===== config.mk =====
export PLATFORM = sky130hd
export DESIGN_NAME = bidir_bus_ctrl
export DESIGN_NICKNAME = d
export VERILOG_FILES = /design/src/rtl/bidir_bus_pkg.sv /design/src/rtl/bidir_bus_ctrl_sync.sv /design/src/rtl/bidir_bus_ctrl.sv
export SDC_FILE = /design/constraint.sdc
export NUM_CORES = 1
export LEC_CHECK = 0
export CAP_MARGIN = 20
export CORE_ASPECT_RATIO = 0.7
export CORE_MARGIN = 1
export CORE_UTILIZATION = 48
export DETAILED_ROUTE_END_ITERATION = 10
export GPL_ROUTABILITY_DRIVEN = 1
export GPL_TIMING_DRIVEN = 0
export HOLD_SLACK_MARGIN = 0.06
export PLACE_DENSITY = 0.81
export RECOVER_POWER = 25
export REMOVE_ABC_BUFFERS = 1
export SYNTH_ARGS = -nofsm -noshare
export SYNTH_HDL_FRONTEND = slang
export SYNTH_SLANG_ARGS = --single-unit

===== constraint.sdc =====
create_clock -name clk -period 4 [get_ports clk]
set_input_delay 0.6 -clock clk [delete_from_list [all_inputs] [get_ports clk]]
set_output_delay 0.6 -clock clk [all_outputs]
set_load 0.02 [all_outputs]

===== src/rtl/bidir_bus_pkg.sv =====
// Shared definitions for the strobed bidirectional bus controller:
// FSM state encodings, default parameters and a counter-sizing helper.
package bidir_bus_pkg;

  localparam int unsigned WIDTH_DEF         = 8;
  localparam int unsigned STROBE_CYCLES_DEF = 4;
  localparam int unsigned TURN_CYCLES_DEF   = 2;
  localparam int unsigned SYNC_STAGES_DEF   = 2;

  typedef enum logic [2:0] {
    ST_IDLE  = 3'd0,
    ST_TURN  = 3'd1,
    ST_SETUP = 3'd2,
    ST_WSTB  = 3'd3,
    ST_HOLD  = 3'd4,
    ST_RSTB  = 3'd5
  } bus_state_e;

  function automatic int unsigned phase_cnt_width(input int unsigned a, input int unsigned b);
    return $clog2((a > b) ? a : b) + 1;
  endfunction

endpackage


===== src/rtl/bidir_bus_ctrl_sync.sv =====
// Multi-stage flop chain that brings the asynchronous pad inputs into the
// clk domain; cleared by the synchronous active-low reset.
module bus_sync #(
  parameter int unsigned WIDTH       = 8,
  parameter int unsigned SYNC_STAGES = 2
) (
  input  logic             clk,
  input  logic             reset_n,
  input  logic [WIDTH-1:0] d_i,
  output logic [WIDTH-1:0] q_o
);

  logic [WIDTH-1:0] sync_q [SYNC_STAGES];
  logic [WIDTH-1:0] sync_d [SYNC_STAGES];

  always_comb begin
    sync_d[0] = d_i;
    for (int i = 1; i < SYNC_STAGES; i++) begin
      sync_d[i] = sync_q[i-1];
    end
  end

  always_ff @(posedge clk) begin
    if (!reset_n) begin
      for (int i = 0; i < SYNC_STAGES; i++) begin
        sync_q[i] <= '0;
      end
    end else begin
      for (int i = 0; i < SYNC_STAGES; i++) begin
        sync_q[i] <= sync_d[i];
      end
    end
  end

  assign q_o = sync_q[SYNC_STAGES-1];

endmodule


===== src/rtl/bidir_bus_ctrl.sv =====
// Controller for a strobed byte-wide bidirectional bus: sequences drive,
// strobe and turnaround phases and returns read data as a one-cycle pulse.
module bidir_bus_ctrl
  import bidir_bus_pkg::*;
#(
  parameter int unsigned WIDTH         = WIDTH_DEF,
  parameter int unsigned STROBE_CYCLES = STROBE_CYCLES_DEF,
  parameter int unsigned TURN_CYCLES   = TURN_CYCLES_DEF,
  parameter int unsigned SYNC_STAGES   = SYNC_STAGES_DEF
) (
  input  logic             clk,
  input  logic             reset_n,
  input  logic             cmd_valid,
  output logic             cmd_ready,
  input  logic             cmd_write,
  input  logic [WIDTH-1:0] cmd_data,
  output logic             rsp_valid,
  output logic [WIDTH-1:0] rsp_data,
  output logic [WIDTH-1:0] pad_o,
  output logic [WIDTH-1:0] pad_t,
  input  logic [WIDTH-1:0] pad_i,
  output logic             stb_n
);

  localparam int unsigned CNT_W = phase_cnt_width(STROBE_CYCLES, TURN_CYCLES);
  localparam logic [CNT_W-1:0] STB_LOAD  = CNT_W'(STROBE_CYCLES - 1);
  localparam logic [CNT_W-1:0] TURN_LOAD = CNT_W'(TURN_CYCLES - 1);

  bus_state_e       state_q, state_d;
  logic [CNT_W-1:0] cnt_q, cnt_d;
  logic [WIDTH-1:0] wr_data_q, wr_data_d;
  logic             op_write_q, op_write_d;
  logic             last_rd_q, last_rd_d;
  logic [WIDTH-1:0] pad_o_q, pad_o_d;
  logic             pad_t_q, pad_t_d;
  logic             stb_n_q, stb_n_d;
  logic             cmd_ready_q, cmd_ready_d;
  logic             rsp_valid_q, rsp_valid_d;
  logic [WIDTH-1:0] rsp_data_q, rsp_data_d;
  logic [WIDTH-1:0] pad_i_sync;

  bus_sync #(
    .WIDTH       (WIDTH),
    .SYNC_STAGES (SYNC_STAGES)
  ) u_sync (
    .clk     (clk),
    .reset_n (reset_n),
    .d_i     (pad_i),
    .q_o     (pad_i_sync)
  );

  always_comb begin
    state_d     = state_q;
    cnt_d       = cnt_q;
    wr_data_d   = wr_data_q;
    op_write_d  = op_write_q;
    last_rd_d   = last_rd_q;
    rsp_data_d  = rsp_data_q;
    rsp_valid_d = 1'b0;

    case (state_q)
      ST_IDLE: begin
        if (cmd_valid && cmd_ready_q) begin
          wr_data_d  = cmd_data;
          op_write_d = cmd_write;
          if (cmd_write && !last_rd_q) begin
            state_d = ST_SETUP;
            cnt_d   = '0;
          end else begin
            state_d = ST_TURN;
            cnt_d   = TURN_LOAD;
          end
        end else begin
          state_d = ST_IDLE;
        end
      end
      ST_TURN: begin
        if (cnt_q == '0) begin
          if (op_write_q) begin
            state_d = ST_SETUP;
            cnt_d   = '0;
          end else begin
            state_d = ST_RSTB;
            cnt_d   = STB_LOAD;
          end
        end else begin
          cnt_d = cnt_q - CNT_W'(1);
        end
      end
      ST_SETUP: begin
        state_d = ST_WSTB;
        cnt_d   = STB_LOAD;
      end
      ST_WSTB: begin
        if (cnt_q == '0) begin
          state_d = ST_HOLD;
          cnt_d   = '0;
        end else begin
          cnt_d = cnt_q - CNT_W'(1);
        end
      end
      ST_HOLD: begin
        state_d   = ST_IDLE;
        cnt_d     = '0;
        last_rd_d = 1'b0;
      end
      ST_RSTB: begin
        if (cnt_q == '0) begin
          state_d     = ST_IDLE;
          cnt_d       = '0;
          last_rd_d   = 1'b1;
          rsp_data_d  = pad_i_sync;
          rsp_valid_d = 1'b1;
        end else begin
          cnt_d = cnt_q - CNT_W'(1);
        end
      end
      default: begin
        state_d = ST_IDLE;
        cnt_d   = '0;
      end
    endcase
  end

  // Outputs decode the next state so they line up with the registered state.
  always_comb begin
    pad_o_d     = pad_o_q;
    pad_t_d     = 1'b1;
    stb_n_d     = 1'b1;
    cmd_ready_d = 1'b0;
    case (state_d)
      ST_IDLE: begin
        cmd_ready_d = 1'b1;
      end
      ST_TURN: begin
        pad_t_d = 1'b1;
      end
      ST_SETUP, ST_HOLD: begin
        pad_t_d = 1'b0;
        pad_o_d = wr_data_d;
      end
      ST_WSTB: begin
        pad_t_d = 1'b0;
        pad_o_d = wr_data_d;
        stb_n_d = 1'b0;
      end
      ST_RSTB: begin
        stb_n_d = 1'b0;
      end
      default: begin
        cmd_ready_d = 1'b0;
      end
    endcase
  end

  always_ff @(posedge clk) begin
    if (!reset_n) begin
      state_q     <= ST_IDLE;
      cnt_q       <= '0;
      wr_data_q   <= '0;
      op_write_q  <= 1'b0;
      last_rd_q   <= 1'b0;
      pad_o_q     <= '0;
      pad_t_q     <= 1'b1;
      stb_n_q     <= 1'b1;
      cmd_ready_q <= 1'b1;
      rsp_valid_q <= 1'b0;
      rsp_data_q  <= '0;
    end else begin
      state_q     <= state_d;
      cnt_q       <= cnt_d;
      wr_data_q   <= wr_data_d;
      op_write_q  <= op_write_d;
      last_rd_q   <= last_rd_d;
      pad_o_q     <= pad_o_d;
      pad_t_q     <= pad_t_d;
      stb_n_q     <= stb_n_d;
      cmd_ready_q <= cmd_ready_d;
      rsp_valid_q <= rsp_valid_d;
      rsp_data_q  <= rsp_data_d;
    end
  end

  assign cmd_ready = cmd_ready_q;
  assign rsp_valid = rsp_valid_q;
  assign rsp_data  = rsp_data_q;
  assign pad_o     = pad_o_q;
  assign pad_t     = {WIDTH{pad_t_q}};
  assign stb_n     = stb_n_q;

endmodule


---- Word level (Yosys, flattened, before mapping) ----
Memory sizes are Yosys's and may differ from the RTL's. A register that Yosys moved wholly into a read port is not among the register bits.
Cells that the tools add are included.
operators by class
  add/subtract/negate cells ............... 1
  $mul .................................... 0
  divide/modulo/power cells ............... 0
  $lt $le $gt $ge ......................... 0
  eq/ne operators ......................... 11
  shift-type cells ........................ 0
  muxes and demuxes ....................... 25
  bitwise gates (word level) .............. 2
  reductions and logical operators ........ 15
operators by type and width
  cell                 number
  $mux 8               4
  $mux 3               8
  $pmux 3 s5           1
  $eq 3x2->1 const B   4
  $eq 3x3->1 const B   4
  $pmux 3 s4           1
  $logic_not 3->1      3
  $mux 1               8
  $reduce_and 2->1     4
  $mux 2               2
  $ne 2x2->1 const B   2
  $reduce_or 2->1      2
  $eq 3x1->1 const B   1
  $reduce_or 3->1      1
  $sub 3x1->3 const B  1
  $logic_and 1x1->1    2
  $logic_not 1->1      2
  $or 1x1->1           2
  $pmux 1 s2           1
  $reduce_bool 2->1    1
storage, ports and cells
  flip-flop bits (word level) ............. 28
  bits in latches ......................... 0
  bits in writable memories ............... 16
  ROM bits ................................ 0
  output and inout bits ................... 27
  word-level logic and storage cells ...... 65
  memories kept ........................... 1
memories
  memory         depth  width  read ports  clocked after Yosys merged registers in  wr ports  RTL line                   source
  u_sync.sync_q  2      8      2           1                                        2         bidir_bus_ctrl_sync.sv:13  logic [WIDTH-1:0] sync_q [SYNC_STAGES];

---- Logic depth before layout (Yosys ltp) ----
Gate-level depths: netlist of run 1.
  word-level depth ........................ 8
  gate-level depth with buffers ........... 9

---- By module ----
Synthesis of run 1 repeated with hierarchy kept, for this count alone.
unflattened totals
  cell total of the unflattened synthesis .. 222
  area total of the unflattened synthesis .. 2097.0 um^2
modules (own cells, without submodules)
  module          instances  cells an instance  area each (um^2)
  bidir_bus_ctrl  1          189                1650.3
  bus_sync        1          33                 446.7

---- Worst setup path after synthesis of run 1 ----
No wires, ideal clock.
  path kind ............................... flip-flop to flip-flop
  start ................................... register cnt_q[0]
  end ..................................... register pad_o_q[6] (netlist: pad_o[6])
  setup time .............................. 0.115 ns
  data arrival time ....................... 1.680 ns
  required time ........................... 3.885 ns
  path slack .............................. 2.205 ns
  cell stages (with the launch flop) ...... 10
  path buffers ............................ 2
  period minus slack after synthesis ...... 1.795 ns
  path through ............................ dfxtp_1 -> inv_1 -> ha_1 -> nor2b_1 -> buf_2 -> o21ai_0 -> a22oi_2 -> buf_4 -> a21oi_2 -> a31o_1
between the ends
  cells in the longest elaborated chain, start to end .. 5
RTL lines
  what                                      RTL line                                                           source
  start: declaration                        bidir_bus_ctrl.sv:30                                               logic [CNT_W-1:0] cnt_q, cnt_d;
  start signal: assignment                  bidir_bus_ctrl.sv:171                                              cnt_q <= cnt_d;
  $logic_not 3->1 *                         bidir_bus_ctrl.sv:78, bidir_bus_ctrl.sv:95, bidir_bus_ctrl.sv:108
  $mux 3 (on tied branches)                 bidir_bus_ctrl.sv:108, bidir_bus_ctrl.sv:78, bidir_bus_ctrl.sv:95
  $pmux 3 s5 *                              bidir_bus_ctrl.sv:61                                               case (state_q)
  $eq 3x2->1 or $eq 3x3->1 (tied branches)  bidir_bus_ctrl.sv:131                                              case (state_d)
  $reduce_or 3->1 (no line) *               -
  end signal: assignment                    bidir_bus_ctrl.sv:175                                              pad_o_q <= pad_o_d;
  end: declaration                          bidir_bus_ctrl.sv:34                                               logic [WIDTH-1:0] pad_o_q, pad_o_d;
Every way passes the cells marked *; elsewhere a longest branch is shown, timed or not.
A chain may end at the register's enable or synchronous reset.

==> results list, run 1 <==
- Maximum number of pins on one net before global-route repair: 30
* Power per unit of standard cell area: 643.8 nW/um2
- Data on the critical path arrives at its endpoint at roughly 2.9 ns.
- Actual slew at the worst max-slew pin: 0.9224 ns
* Number of fill cells: roughly 350
- The total overflow left after global routing is 0.
- The number of antenna violations at the first check in global routing was 0.
- Of the cells placed in the final design, the portion with a size suffix greater than 1 is 6.641%.
* Initial DRC Count: 166
- Floorplan core area: ~4000 um2
- Drt total wl: 3.864 mm
- Counting distinct cell types in the post-synthesis netlist gives 37.
* Count of boundary I/O pins: 47
- The worst setup path is of the in -> reg kind.
- Initial DRT Pass Iterations: 4
- The run finished with clean final reports.
- The clock drives 52 sinks.
- In this run the static leakage power is ~0.9 nW.
- Measured along the x axis, the die boundary spans 80.15 um.
- Hold repair after CTS inserted 0 buffers.
* Part of the Yosys area used for sequential elements: 50.73%
- Gp weighted congestion: about 0.82
- Clock-pin slew was measured on the worst setup and hold paths at about 0.090 ns.
- In the layout the commonest cells are sky130_fd_sc_hd__dfxtp_1, sky130_fd_sc_hd__clkdlybuf4s50_1, sky130_fd_sc_hd__nand2_1.
* Buffers on Ports: 46
- The synthesized design contains 52 register bits.
- Prior to clock tree synthesis, the placed netlist has a worst setup slack of 1.021 ns.
* Global-route wire length before repair: 6.555 mm
* Worst-skew pair later-pin latency: 0.30 ns
* Post-route setup slack: 1.301 ns
- Max Freq: 370.5 MHz
* Max_cap viols: 0
* Post-DRT Antenna Nets: 0
* Number of clock buffers inserted by TritonCTS: 5
* Clk buf depth: 2
- After floorplanning, the core was divided into 19 placement rows.
- Area Overhead vs Synth: 23.11%
* Fin Hold WS: ~0.44 ns
- Worst min-delay path class: reg -> reg
- Via count of the first global-routing pass: 1452
* Detailed-route via count: 1624
* Maximum ir drop on the vdd rail: roughly 0.00044 V
* Ratio of final minimum period to clock period: slightly below 70%
* Ys Warns: 0
- Setup repair after global routing missed its margin: false
- Slew margin rel.: between 30% and 40%
- Max H-tree Level: 2
- For this run, the total global-route usage over all layers was measured as between 10% and 20%.
- Between clock sinks in the finished design, the worst skew comes to 0.007461 ns.
* Most common library cell in the layout ignoring fill and taps: sky130_fd_sc_hd__dfxtp_1
- In this run the worst path has a maximum fanout of 29.
* Clock tree from TritonCTS: yes
- Dividing the detail-routed wire length by the instance count gives 12.55 um.
- Once the floorplan was initialized, standard cells occupied 51.07% of the core.
- Crit path time final: about 2.7 ns
* Number of instances in the synthesized netlist: 224
- Number of antenna cells inserted: 0
- Root cell of the clock tree: sky130_fd_sc_hd__clkbuf_8
* Number of post-CTS setup repair buffers: 0
* Sum Neg Setup Slack: 0 ns
* Post-route DRC violation count: 0
- The final number of max-transition violations came to 0.
* Gates resized, CTS repair: 0
* Detail Placement HPWL: 2.546 mm
- WP data required: 4.15 ns
- Number of nets in the layout: 277
* Final setup fails: 0
* Netlist area before placement: 2052 um2
* Die area: 4545 um2
- The final hold violation count came to 0.
- Element type at the critical path start: input port
- The completed layout was analyzed and its total power is 0.001626 W.
- Die Y: 56.71 um
* Crit path capture type: register
- Mean instance size in the synthesized netlist: between 9 and 10 um2
- Vias per inst: 5.273
* Post-layout utilization of the core: between 60% and 70%
## through the flow
stage | cells | area (um2)
floorplan | 202 | 1904
global placement | 300 | 2430
detailed placement | 300 | 2430
CTS | 308 | 2526
global route | 308 | 2526
finish | 308 | 2526
## cells by family (layout without fill, tap and decap cells)
| kind of cell | Yosys count | count (layout) | synth area share, % |
|---|---|---|---|
| adder cells (fa/ha/maj) | 2 | 2 | 1.219 |
| AND/OR/NAND/NOR | 80 | 80 | 19.45 |
| AO/OA/AOI/OAI | 63 | 63 | 20.18 |
| flip-flops | 52 | 52 | 50.73 |
| buffers and inverters | 26 | 58 | 7.926 |
| multiplexers | 1 | 1 | 0.4878 |
## area by class of cell
| class | count | area [um2] | share of cell area (%) |
|---|---|---|---|
| clock buffer | 6 | 82.58 | 3.269 |
| clock inverter | 2 | 13.76 | 0.5448 |
| timing repair buffer | 46 | 460.4 | 18.23 |
| multi-input combinational | 146 | 848.3 | 33.58 |
| sequential | 52 | 1041 | 41.21 |
| tap | 52 | 65.06 | 2.576 |
| inverter | 4 | 15.01 | 0.5944 |
## power by group
group / internal [W] / leakage [nW] / switching [W]
Clock: 0.000142 / 0.0516 / 0.000171
Sequential: 0.000596 / 0.425 / 0.0000679
Combinational: 0.000263 / 0.444 / 0.000387
## layer usage
layer / GRT usage (%) / vias up / wire length (um)
met1: 25.28 / 754 / 1833
li1: - / 814 / -
met3: 6.179 / 4 / 288
met2: 27.96 / 52 / 1700
met4: 8.673 / 0 / 42
met5: 0 / - / 0
## critical path, stage by stage
cell,delay [ns]
sky130_fd_sc_hd__dlygate4sd3_1,1.14
sky130_fd_sc_hd__inv_1,0.63
sky130_fd_sc_hd__a221oi_2,0.40
sky130_fd_sc_hd__a21oi_1,0.07
## sequential cells by signal, indices dropped and copies added (netlist names)
name / cells
cmd_ready: 1
cnt_q: 3
last_rd_q: 1
op_write_q: 1
pad_o: 8
pad_t_q: 1
rsp_data: 8
rsp_valid: 1
state_q: 3
stb_n: 1
u_sync.sync_q: 16
wr_data_q: 8
## path summary, 6_finish.rpt
kind	from	end	cells after the start	slack [ns]
worst max register to register	cnt_q[0]	pad_o[7]	7	1.50
worst min register to register	u_sync.sync_q[0][3]	u_sync.sync_q[1][3]	1	0.44
worst max-delay path	reset_n	cmd_ready	4	1.30
worst min-delay path	u_sync.sync_q[0][3]	u_sync.sync_q[1][3]	1	0.44
## cells in the mapped netlist
cell | n | area (um2)
sky130_fd_sc_hd__a32oi_1 | 1 | 8.760
sky130_fd_sc_hd__o221ai_1 | 1 | 8.760
sky130_fd_sc_hd__ha_1 | 2 | 25.02
sky130_fd_sc_hd__dfxtp_1 | 52 | 1041
sky130_fd_sc_hd__nand3b_1 | 1 | 7.510
sky130_fd_sc_hd__a31o_2 | 1 | 8.760
sky130_fd_sc_hd__nor3_1 | 3 | 15.01
sky130_fd_sc_hd__a221oi_2 | 1 | 15.01
sky130_fd_sc_hd__a21oi_2 | 1 | 8.760
sky130_fd_sc_hd__a22oi_2 | 1 | 12.51
sky130_fd_sc_hd__and2_1 | 16 | 100.1
sky130_fd_sc_hd__nor4_4 | 1 | 21.27
sky130_fd_sc_hd__o21ai_0 | 14 | 70.07
sky130_fd_sc_hd__buf_2 | 4 | 20.02
sky130_fd_sc_hd__o221ai_4 | 1 | 26.28
sky130_fd_sc_hd__buf_4 | 9 | 67.56
sky130_fd_sc_hd__mux2i_1 | 1 | 10.01
sky130_fd_sc_hd__buf_6 | 2 | 22.52
sky130_fd_sc_hd__and2b_1 | 1 | 7.510
sky130_fd_sc_hd__o32ai_1 | 1 | 8.760
sky130_fd_sc_hd__buf_8 | 1 | 15.01
sky130_fd_sc_hd__or4_1 | 1 | 7.510
sky130_fd_sc_hd__a31o_1 | 7 | 61.31
sky130_fd_sc_hd__or4_4 | 1 | 11.26
sky130_fd_sc_hd__nor2_2 | 1 | 6.260
sky130_fd_sc_hd__nor2b_1 | 2 | 12.51
sky130_fd_sc_hd__o21a_1 | 1 | 7.510
sky130_fd_sc_hd__nand3_1 | 1 | 5.000
sky130_fd_sc_hd__o221a_2 | 1 | 11.26
sky130_fd_sc_hd__clkbuf_1 | 6 | 22.52
sky130_fd_sc_hd__nand2_1 | 40 | 150.1
sky130_fd_sc_hd__inv_1 | 4 | 15.01
sky130_fd_sc_hd__nor2_1 | 8 | 30.03
sky130_fd_sc_hd__o22a_1 | 1 | 8.760
sky130_fd_sc_hd__a21boi_0 | 1 | 7.510
sky130_fd_sc_hd__a21oi_1 | 30 | 150.1
sky130_fd_sc_hd__nand2b_1 | 4 | 25.02
Note: power is estimated with default switching activity, not from simulation.
==> inputs of run 2 (changes only) <==
--- a/config.mk
+++ b/config.mk
@@ -8,12 +8,12 @@
 export CAP_MARGIN = 20
 export CORE_ASPECT_RATIO = 0.7
 export CORE_MARGIN = 1
-export CORE_UTILIZATION = 48
+export CORE_UTILIZATION = 44
 export DETAILED_ROUTE_END_ITERATION = 10
 export GPL_ROUTABILITY_DRIVEN = 1
 export GPL_TIMING_DRIVEN = 0
 export HOLD_SLACK_MARGIN = 0.06
-export PLACE_DENSITY = 0.81
+export PLACE_DENSITY = 0.78
 export RECOVER_POWER = 25
 export REMOVE_ABC_BUFFERS = 1
 export SYNTH_ARGS = -nofsm -noshare
==> constraint.sdc (replaced) <==
create_clock -name clk -period 2.35 [get_ports clk]
set_input_delay 0.3525 -clock clk [delete_from_list [all_inputs] [get_ports clk]]
set_output_delay 0.3525 -clock clk [all_outputs]
set_load 0.02 [all_outputs]
==> results list, run 2 (synthesized netlist as in run 1, its figures left out) <==
- Met1 track demand over resource in global routing: 22.64% (-2.6 points)
- Fin Hold WS: 0.4309 ns (-0.007193 ns)
* Floorplan core area: 4404 um2 (+9.6%)
- Initial Util: 46.59% (-4.5 points)
- Number of hold violations in the final report: 0 (unchanged)
* Width of the die: 83.62 um (+4.3%)
- Post-CTS clock slew at the launch and capture registers of the worst setup and hold paths: 0.09 ns (about the same)
- The cell count along the critical path came to 4 (unchanged).
- Via count of the first global-routing pass: 1605 (+11%)
* Number of slew-limit violations in the final report: 0 (unchanged)
- The number of diodes was 0 (unchanged).
- For this run, the top clock speed supported by timing is 461.0 MHz.
- Switching part of the total power: 38.38% (-0.11 points)
- The number of antenna-violating nets in the routed design was 0 (unchanged).
* Die Y: 59.14 um (+4.3%)
* Ratio of final minimum period to clock period: between 90% and 100%
- Cell Rows: 20 (+1)
- STA classifies the critical path startpoint as a register.
* Maximum ir drop on the vdd rail: 0.0006122 V (+38%)
- The first-pass GRT wire length is 7.169 mm (+9.4%).
* Clk buf depth: 2 (unchanged)
- Critical path buffers and inverters: 0 (-2)
* Worst min-delay path class: reg -> reg
- Die area: 4945 um2 (+8.8%)
* Wire length per cell: 13.26 um (+5.7%)
* Number of clock buffers inserted by TritonCTS: 5 (unchanged)
- Sum Neg Setup Slack: 0 ns (unchanged)
- The global routing met3 resource utilization was 5.571% (-0.61 points).
- Busiest metal layer after global routing: met2
- The total power per unit cell area was 1104 nW/um2 (+71%).
- The depth of the worst register-to-register path came to 4 (-3).
- Register bank with the most flops: u_sync.sync_q
* Gr usage total: 18.37% (-0.66 points)
* Run status: complete, no violations
- Slew margin rel.: 40.37% (+2.1 points)
* Power Internal: 0.001739 W (+74%)
- The number of antenna violations at the first check in global routing came to 0 (unchanged).
- Drt total wl: 4.164 mm (+7.8%)
- Number of flip-flops in the largest register: 16 (unchanged)
- Crit path capture type: register
* Setup repair after global routing missed its margin: false
* Relative contribution of sequential cells to total power: 40.3% (-0.5 points)
- Count of boundary I/O pins: 47 (unchanged)
* Worst-skew pair later-pin latency: 0.31 ns (about the same)
* Final global-route overflow total: 0 (unchanged)
- Number of hold buffers added after cts: 0 (unchanged)
- Max_cap viols: 0 (unchanged)
* Max stage delay on crit path: 0.72 ns (-0.42 ns)
- The critical path goes through nand2_1 > o221ai_4 > a21oi_1 > a31o_2.
- Max H-tree Level: 2 (unchanged)
- The proportion of power drawn by the clock network was 17.6% (-1.6 points).
- Routing usage on met2: 30.55% (+2.6 points)
- Critical path's slowest cell: sky130_fd_sc_hd__dfxtp_1
- The peak fanout along the critical path is 17 (-41%).
- Post-route DRC violation count: 0 (unchanged)
- TritonCTS built the clock tree.
- Most used cells in the layout excluding fill and tap cells: sky130_fd_sc_hd__dfxtp_1, sky130_fd_sc_hd__clkdlybuf4s50_1, sky130_fd_sc_hd__nand2_1
- By startpoint and endpoint, the worst setup path is classified as reg -> reg.
- The net load switching power was 0.001083 W (+73%).
* Initial DRC Count: 106 (-36%)
- CTS Sinks: 52 (unchanged)
- Hold Crit Depth: 2 (+1)
- The count of non-filler cells in the finished layout was 314 (+1.9%).
- Initial DRT Pass Iterations: 4 (unchanged)
* CP Data Arrival Time: 2.37 ns (-0.48 ns)
- Largest clock skew in the final design: 0.005671 ns (-0.001790 ns)
- The number of endpoints failing setup at the final stage came to 0 (unchanged).
- Crit path time final: 2.169 ns
* Number of nets in the layout: 280 (+1.1%)
- The combinational share of power is 42.1% (+2.1 points).
- The sum of net half-perimeters after detailed placement is 2.683 mm (+5.4%).
- The post-detailed-route via-to-cell ratio is 5.162 (-2.1%).
* Number of fill cells: 401 (+16%)
* Gp weighted congestion: 0.7787 (-5.6%)
* Buffers on Ports: 46 (unchanged)
- The required time at the endpoint of the critical path was 2.56 ns (-1.59 ns).
* Most common library cell in the layout ignoring fill and taps: sky130_fd_sc_hd__dfxtp_1
- The post-placement worst setup slack came to -0.3764 ns (-1.398 ns).
- Actual slew at the worst max-slew pin: 0.8945 ns (-0.02789 ns)
* Static leakage: 0.9353 nW (+1.6%)
- Share of cells above drive strength 1: 7.336% (+0.70 points)
- Maximum number of pins on one net before global-route repair: 30 (unchanged)
- Cell total after placement: 303 (+1.0%)
- Among cell families on the critical path, the largest total delay comes from compound AO/OA/AOI/OAI gates.
- The least setup slack across all paths after layout was 0.1809 ns (-1.120 ns).
- Relative to the synthesized area, the layout overhead comes to 24.57%.
* Detailed-route via count: 1621 (-0.18%)
- Root cell of the clock tree: sky130_fd_sc_hd__clkbuf_8
-- run 2: timing repair --
item                                    in CTS  in global routing
gates cloned                                 0                  0
buffers inserted                             3                  0
gates resized for setup                      1                  2
endpoints found under the setup margin      10                 10
pin swaps                                    1                  0
-- run 2: final timing paths --
path,from,to,slack [ns]
setup / recovery,state_q[2],pad_o[7],0.18
hold reg to reg,u_sync.sync_q[1][5],rsp_data[5],0.43
setup reg to reg,state_q[2],pad_o[7],0.18
hold / removal,u_sync.sync_q[1][5],rsp_data[5],0.43
-- run 2: per-stage QoR --
step / area (um2) / total power [W] / util [%]
2_1_floorplan: 1904 / 0.001843 / -
3_3_place_gp: 2434 / 0.002235 / 55.26
3_5_place_dp: 2434 / 0.002265 / 55.26
4_1_cts: 2552 / 0.002835 / 57.95
5_1_grt: 2556 / 0.002998 / 58.04
6_report: 2556 / 0.002822 / 58.04
-- run 2: final cells by class --
| type | count | area [um2] | share of cell area, % |
|---|---|---|---|
| Clock inverter | 1 | 8.758 | 0.3426 |
| Timing Repair Buffer | 49 | 495.5 | 19.38 |
| Multi-Input combinational cell | 146 | 850.8 | 33.28 |
| Inverter | 4 | 15.01 | 0.5874 |
| Tap cell | 55 | 68.82 | 2.692 |
| Sequential cell | 52 | 1041 | 40.72 |
| Clock buffer | 7 | 76.32 | 2.986 |
-- run 2: worst min-delay path: cells and delay by family, from the launching register on --
kind               cells  cell delay (ns)
and+or+nand+nor        1             0.05
AOI/OAI and AO/OA      1             0.05
DFF                    1             0.30
-- run 2: metal layers --
| layer | routed length [um] | up-vias |
|---|---|---|
| met3 | 261 | 7 |
| met1 | 1959 | 752 |
| li1 | - | 817 |
| met4 | 61 | 0 |
| met2 | 1882 | 45 |
| met5 | 0 | - |
-- run 2: power by group through the flow --
stage                     combinational (W)  clock, W  sequential, W
after global routing                0.00129  0.000548        0.00116
after floorplan                    0.000578         0        0.00127
after global placement              0.00109         0        0.00115
after detailed placement            0.00111         0        0.00115
final                               0.00119  0.000496        0.00114
after CTS                           0.00119  0.000508        0.00113
